==> src/rtl/pulse_pkg.sv <==
// Shared definitions for the pulse-window measurement blocks.
package pulse_pkg;

    typedef enum logic [1:0] {
        PW_IDLE   = 2'd0,
        PW_COUNT  = 2'd1,
        PW_REPORT = 2'd2
    } pw_state_e;

    localparam int PW_WINDOW_W = 16;
    localparam int PW_CNT_W    = 16;

endpackage

==> src/rtl/pulse_edge_detect.sv <==
// Rising-edge detector for a single-bit pulse train; rise_o is combinational
// against the previous-cycle sample.
module pulse_edge_detect (
    input  logic clk,
    input  logic rst,
    input  logic pulse_i,
    output logic rise_o
);

    logic pulse_q;

    always_ff @(posedge clk) begin
        if (rst) begin
            pulse_q <= 1'b0;
        end else begin
            pulse_q <= pulse_i;
        end
    end

    assign rise_o = pulse_i & ~pulse_q;

endmodule

==> src/rtl/pulse_window_counter.sv <==
// Counts rising edges of pulse_i over an N-cycle gate window and hands the
// saturating count downstream on a valid/ready output.
//
// state     | meaning
// ----------+------------------------------------------------------------
// PW_IDLE   | waiting for start_i; last result still visible on count_o
// PW_COUNT  | gate open, counting edges while the down-counter runs out
// PW_REPORT | result held with count_valid_o until count_ready_i
module pulse_window_counter
    import pulse_pkg::*;
#(
    parameter int WINDOW_W = PW_WINDOW_W,
    parameter int CNT_W    = PW_CNT_W
) (
    input  logic                clk,
    input  logic                rst,
    input  logic                pulse_i,
    input  logic                start_i,
    input  logic [WINDOW_W-1:0] window_len_i,
    output logic                busy_o,
    output logic [CNT_W-1:0]    count_o,
    output logic                count_valid_o,
    input  logic                count_ready_i,
    output logic                overflow_o
);

    pw_state_e           state;
    logic [WINDOW_W-1:0] win_cnt;
    logic                rise;

    pulse_edge_detect u_edge (
        .clk     (clk),
        .rst     (rst),
        .pulse_i (pulse_i),
        .rise_o  (rise)
    );

    always_ff @(posedge clk) begin
        if (rst) begin
            state         <= PW_IDLE;
            win_cnt       <= '0;
            count_o       <= '0;
            count_valid_o <= 1'b0;
            overflow_o    <= 1'b0;
            busy_o        <= 1'b0;
        end else begin
            case (state)
                PW_IDLE: begin
                    if (start_i) begin
                        count_o    <= '0;
                        overflow_o <= 1'b0;
                        busy_o     <= 1'b1;
                        if (window_len_i == '0) begin
                            state         <= PW_REPORT;
                            count_valid_o <= 1'b1;
                        end else begin
                            win_cnt <= window_len_i;
                            state   <= PW_COUNT;
                        end
                    end
                end
                PW_COUNT: begin
                    if (rise) begin
                        if (&count_o) begin
                            overflow_o <= 1'b1;
                        end else begin
                            count_o <= count_o + CNT_W'(1);
                        end
                    end
                    win_cnt <= win_cnt - WINDOW_W'(1);
                    // The edge sampled on the terminal cycle is still counted above.
                    if (win_cnt == WINDOW_W'(1)) begin
                        state         <= PW_REPORT;
                        count_valid_o <= 1'b1;
                    end
                end
                PW_REPORT: begin
                    if (count_ready_i) begin
                        state         <= PW_IDLE;
                        count_valid_o <= 1'b0;
                        busy_o        <= 1'b0;
                    end
                end
                default: begin
                    state         <= PW_IDLE;
                    count_valid_o <= 1'b0;
                    busy_o        <= 1'b0;
                end
            endcase
        end
    end

endmodule

==> config.mk <==
export PLATFORM = sky130hd
export DESIGN_NAME = pulse_window_counter
export DESIGN_NICKNAME = d
export VERILOG_FILES = /design/src/rtl/pulse_pkg.sv /design/src/rtl/pulse_edge_detect.sv /design/src/rtl/pulse_window_counter.sv
export SDC_FILE = /design/constraint.sdc
export NUM_CORES = 1
export LEC_CHECK = 0
export ABC_CLOCK_PERIOD_IN_PS = 2600
export CAP_MARGIN = 40
export CORE_ASPECT_RATIO = 1.75
export CORE_MARGIN = 5
export CORE_UTILIZATION = 52
export CTS_CLUSTER_SIZE = 14
export DETAILED_ROUTE_END_ITERATION = 16
export GPL_TIMING_DRIVEN = 0
export PLACE_DENSITY = 0.8
export SYNTH_ARGS = -nofsm -noshare
export SYNTH_HDL_FRONTEND = slang
export SYNTH_SLANG_ARGS = --single-unit
==> constraint.sdc <==
create_clock -name clk -period 2.6 [get_ports clk]
set_input_delay 0.52 -clock clk [delete_from_list [all_inputs] [get_ports clk]]
set_output_delay 0.52 -clock clk [all_outputs]
set_load 0.02 [all_outputs]
==> summary.md <==
| Metric | Value |
|---|---|
| Status | `finished, final reports clean` |
| Max transition margin | `a little under half` |
| Most frequent cells in the layout | `38 x dfxtp_1, 38 x clkdlybuf4s50_1, 37 x nor2_1` |
| Met1 Usage GRT | `between 20% and 30%` |
| Routed Antenna Nets | `0` |
| Clk_skew | `just under 0.007 ns` |
| Wire per inst | `17.3 um` |
| IO Count | `40` |
| CP Capture Type | `flip-flop` |
| Setup violations, final | `0` |
| RSZ-0062 raised after global routing | `no` |
| Core box area | `approximately 0.004 mm^2` |
| HPWL after DPL | `4.64 mm` |
| CTS root buf | `clkbuf_8` |
| Sequential area share after synthesis | `a little over a third` |
| Combinational Power Share | `between 20% and 30%` |
| Met2 GRT Util | `42.6%` |
| Horiz. Die Dim | `58.1 um` |
| N_diodes | `0` |
| P&R area growth vs syn | `25.8%` |
| Internal power | `about 1000 uW` |
| Hold Crit Class | `flip-flop to flip-flop` |
| Startpoint types | `primary input` |
| Placed Area | `roughly 0.0025 mm^2` |
| P_leak | `about 0.00086 uW` |
| CP required | `between 2 and 3 ns` |
| Post-route cell area | `between 0.002 and 0.003 mm^2` |
| MaxCap Viol Count | `0` |
| Max Clk Rate | `between 0.4 and 0.5 GHz` |
| Final Hold Fails | `0` |
| Net Sw Power | `486 uW` |
| Htree depth | `2` |
| Final GP Congestion | `a little under 0.9` |
| Sink Count | `38` |
| Syn avg cell area | `just over 8 um^2` |
| Post-layout min period | `2.46 ns` |
| # port buffers | `38` |
| Worst IR Drop VDD | `between 500 and 600 uV` |
| Mapped Nets | `about 290` |
| Final WL | `between 6 and 7 mm` |
| Slew @ Worst Pin | `between 0.7 and 0.8 ns` |
| Die area | `~0.0055 mm^2` |
| Post-synth EDFFs | `0` |
| Seq cells post-synth | `38` |
| Clock transition at path regs | `about 0.080 ns` |
| GRT Residual Overflow | `0` |
| Share of layout cells above drive strength 1 | `about 6.5%` |
| Vias in the first global route | `2300` |
| Via Count | `~2300` |
| DRC viols | `0` |
| Clock power frac | `~28%` |
| Crit-path max FO | `9` |
| Worst-Skew Late Latency | `roughly 0.29 ns` |
| Top Usage Layer GRT | `met2` |
| DR vias/cell | `between 6 and 7` |
| TritonRoute pass-1 iters | `4` |
| GR Util met3 | `between 5 and 6%` |
| Dominant synthesized flop cell | `dfxtp_1` |
| Fin crit share | `94.7%` |
| Fraction of registers with async set/reset | `0%` |
| CTS tree | `done` |
| Max clock buf depth | `2` |
| Cells after synthesis | `262` |
| Global-route wire length before repair | `10.3 mm` |
| PwrDens | `around 560 mW/mm^2` |
| Initial Util | `a little over half` |
| Gr usage total | `about 24%` |
| Rows | `30` |
| Worst EP arrival | `between 2 and 3 ns` |
| Sw Share | `32.7%` |
| Initial antenna violation count | `0` |
| Cell Area, Synth | `between 0.002 and 0.0025 mm^2` |
| Largest net degree at the start of global routing | `12` |
| Pins Over Slew Limit | `0` |
| Hold Buf Count CTS | `0` |
| CTS Buf Count | `5` |
| Worst setup path class | `primary input to flip-flop` |
| Initial DRC count | `141` |
| Flop pwr share | `between 40% and 50%` |
| Die Height | `around 94 um` |
| Synth Warn # | `0` |
| Synth unique cells | `54` |
| WHS | `roughly 0.49 ns` |
| Final #Nets | `~330` |
Yosys cell counts, drive strengths merged, types with 3 or more instances:
| library cell | instances | area (um^2) |
|---|---|---|
| nor2 | 37 | 139 |
| ha | 3 | 37.5 |
| a31oi | 4 | 25.0 |
| nand3 | 13 | 65.1 |
| a211oi | 8 | 60.1 |
| clkbuf | 7 | 26.3 |
| o211ai | 3 | 22.5 |
| nand2b | 4 | 25.0 |
| nor2b | 5 | 31.3 |
| nor4 | 9 | 56.3 |
| and4 | 3 | 26.3 |
| nor4b | 3 | 26.3 |
| nor3 | 13 | 81.3 |
| xnor2 | 12 | 105 |
| or4 | 5 | 41.3 |
| a21oi | 18 | 90.1 |
| dfxtp | 38 | 761 |
| o21ai | 5 | 25.0 |
| inv | 5 | 18.8 |
| nand4 | 10 | 62.6 |
| nand2 | 19 | 71.3 |
worst max-delay path, cell delays in order:
cell,delay (ns)
clkdlybuf4s50_1,0.44
nor4_1,0.57
nand4_1,0.30
nand2_1,0.37
nor2_1,0.11
a2111oi_2,0.32
flip-flops by register name, summed over array words and instances, names as in the netlist:
register	cells
count_o	16
win_cnt	16
state	2
busy_o	1
count_valid_o	1
overflow_o	1
u_edge.pulse_q	1
routing by layer:
layer | vias to the layer above | wire length, um
met5 | - | 0
li1 | 1077 | -
met1 | 1038 | 2250
met2 | 118 | 3180
met3 | 30 | 406
met4 | 0 | 305
final cells by class:
type | instances | area (um^2)
multi-input combinational | 210 | 1310
clock buffer | 7 | 86.3
inverter | 5 | 18.8
fill | 356 | 1250
tap | 48 | 60.1
sequential | 38 | 761
timing repair buffer | 38 | 380
buffer | 9 | 36.3
clock inverter | 1 | 5.00
power groups by stage:
stage | clock, uW | combinational [uW] | sequential [uW]
2_1_floorplan | 0 | 259 | 681
3_3_place_gp | 0 | 371 | 688
3_5_place_dp | 0 | 377 | 689
4_1_cts | 424 | 382 | 675
5_1_grt | 458 | 426 | 682
6_report | 417 | 388 | 679
final timing paths:
check,slack [ns],depth (start not counted),endpoint,startpoint
setup reg to reg,0.29,5,count_o[2],count_o[2]
hold reg to reg,0.49,2,win_cnt[9],win_cnt[9]
hold / removal,0.49,2,win_cnt[9],win_cnt[9]
setup / recovery,0.14,6,win_cnt[13],window_len_i[8]
what timing repair did:
item / 4_1_cts / 5_1_grt
buffers inserted: 0 / 0
hold endpoints to repair: 0 / 0
gates resized for setup: 0 / 2
setup endpoints to repair: 0 / 7
through the flow:
stage | cells | power [uW] | setup WS, ns | utilization, % | TNS (ns)
after floorplan | 262 | 940 | 0.600 | - | 0
after global placement | 348 | 1060 | -0.0218 | 65.3 | -0.0255
after detailed placement | 348 | 1070 | -0.0535 | 65.3 | -0.162
after CTS | 356 | 1480 | 0.198 | 67.6 | 0
after global routing | 356 | 1570 | 0.0176 | 67.9 | 0
final | 356 | 1480 | 0.137 | 67.9 | 0
cell families (layout without fill, tap and decap cells):
logic type,after synthesis,in the layout,share of synthesized area [%]
xor+xnor,12,12,4.99
compound gates,60,60,19.6
simple gates,133,133,33.9
fa+ha+maj,3,3,1.78
mux,2,2,1.01
buf+inv,14,60,2.61
flops,38,38,36.1
Power figures use the tool's default switching activity.
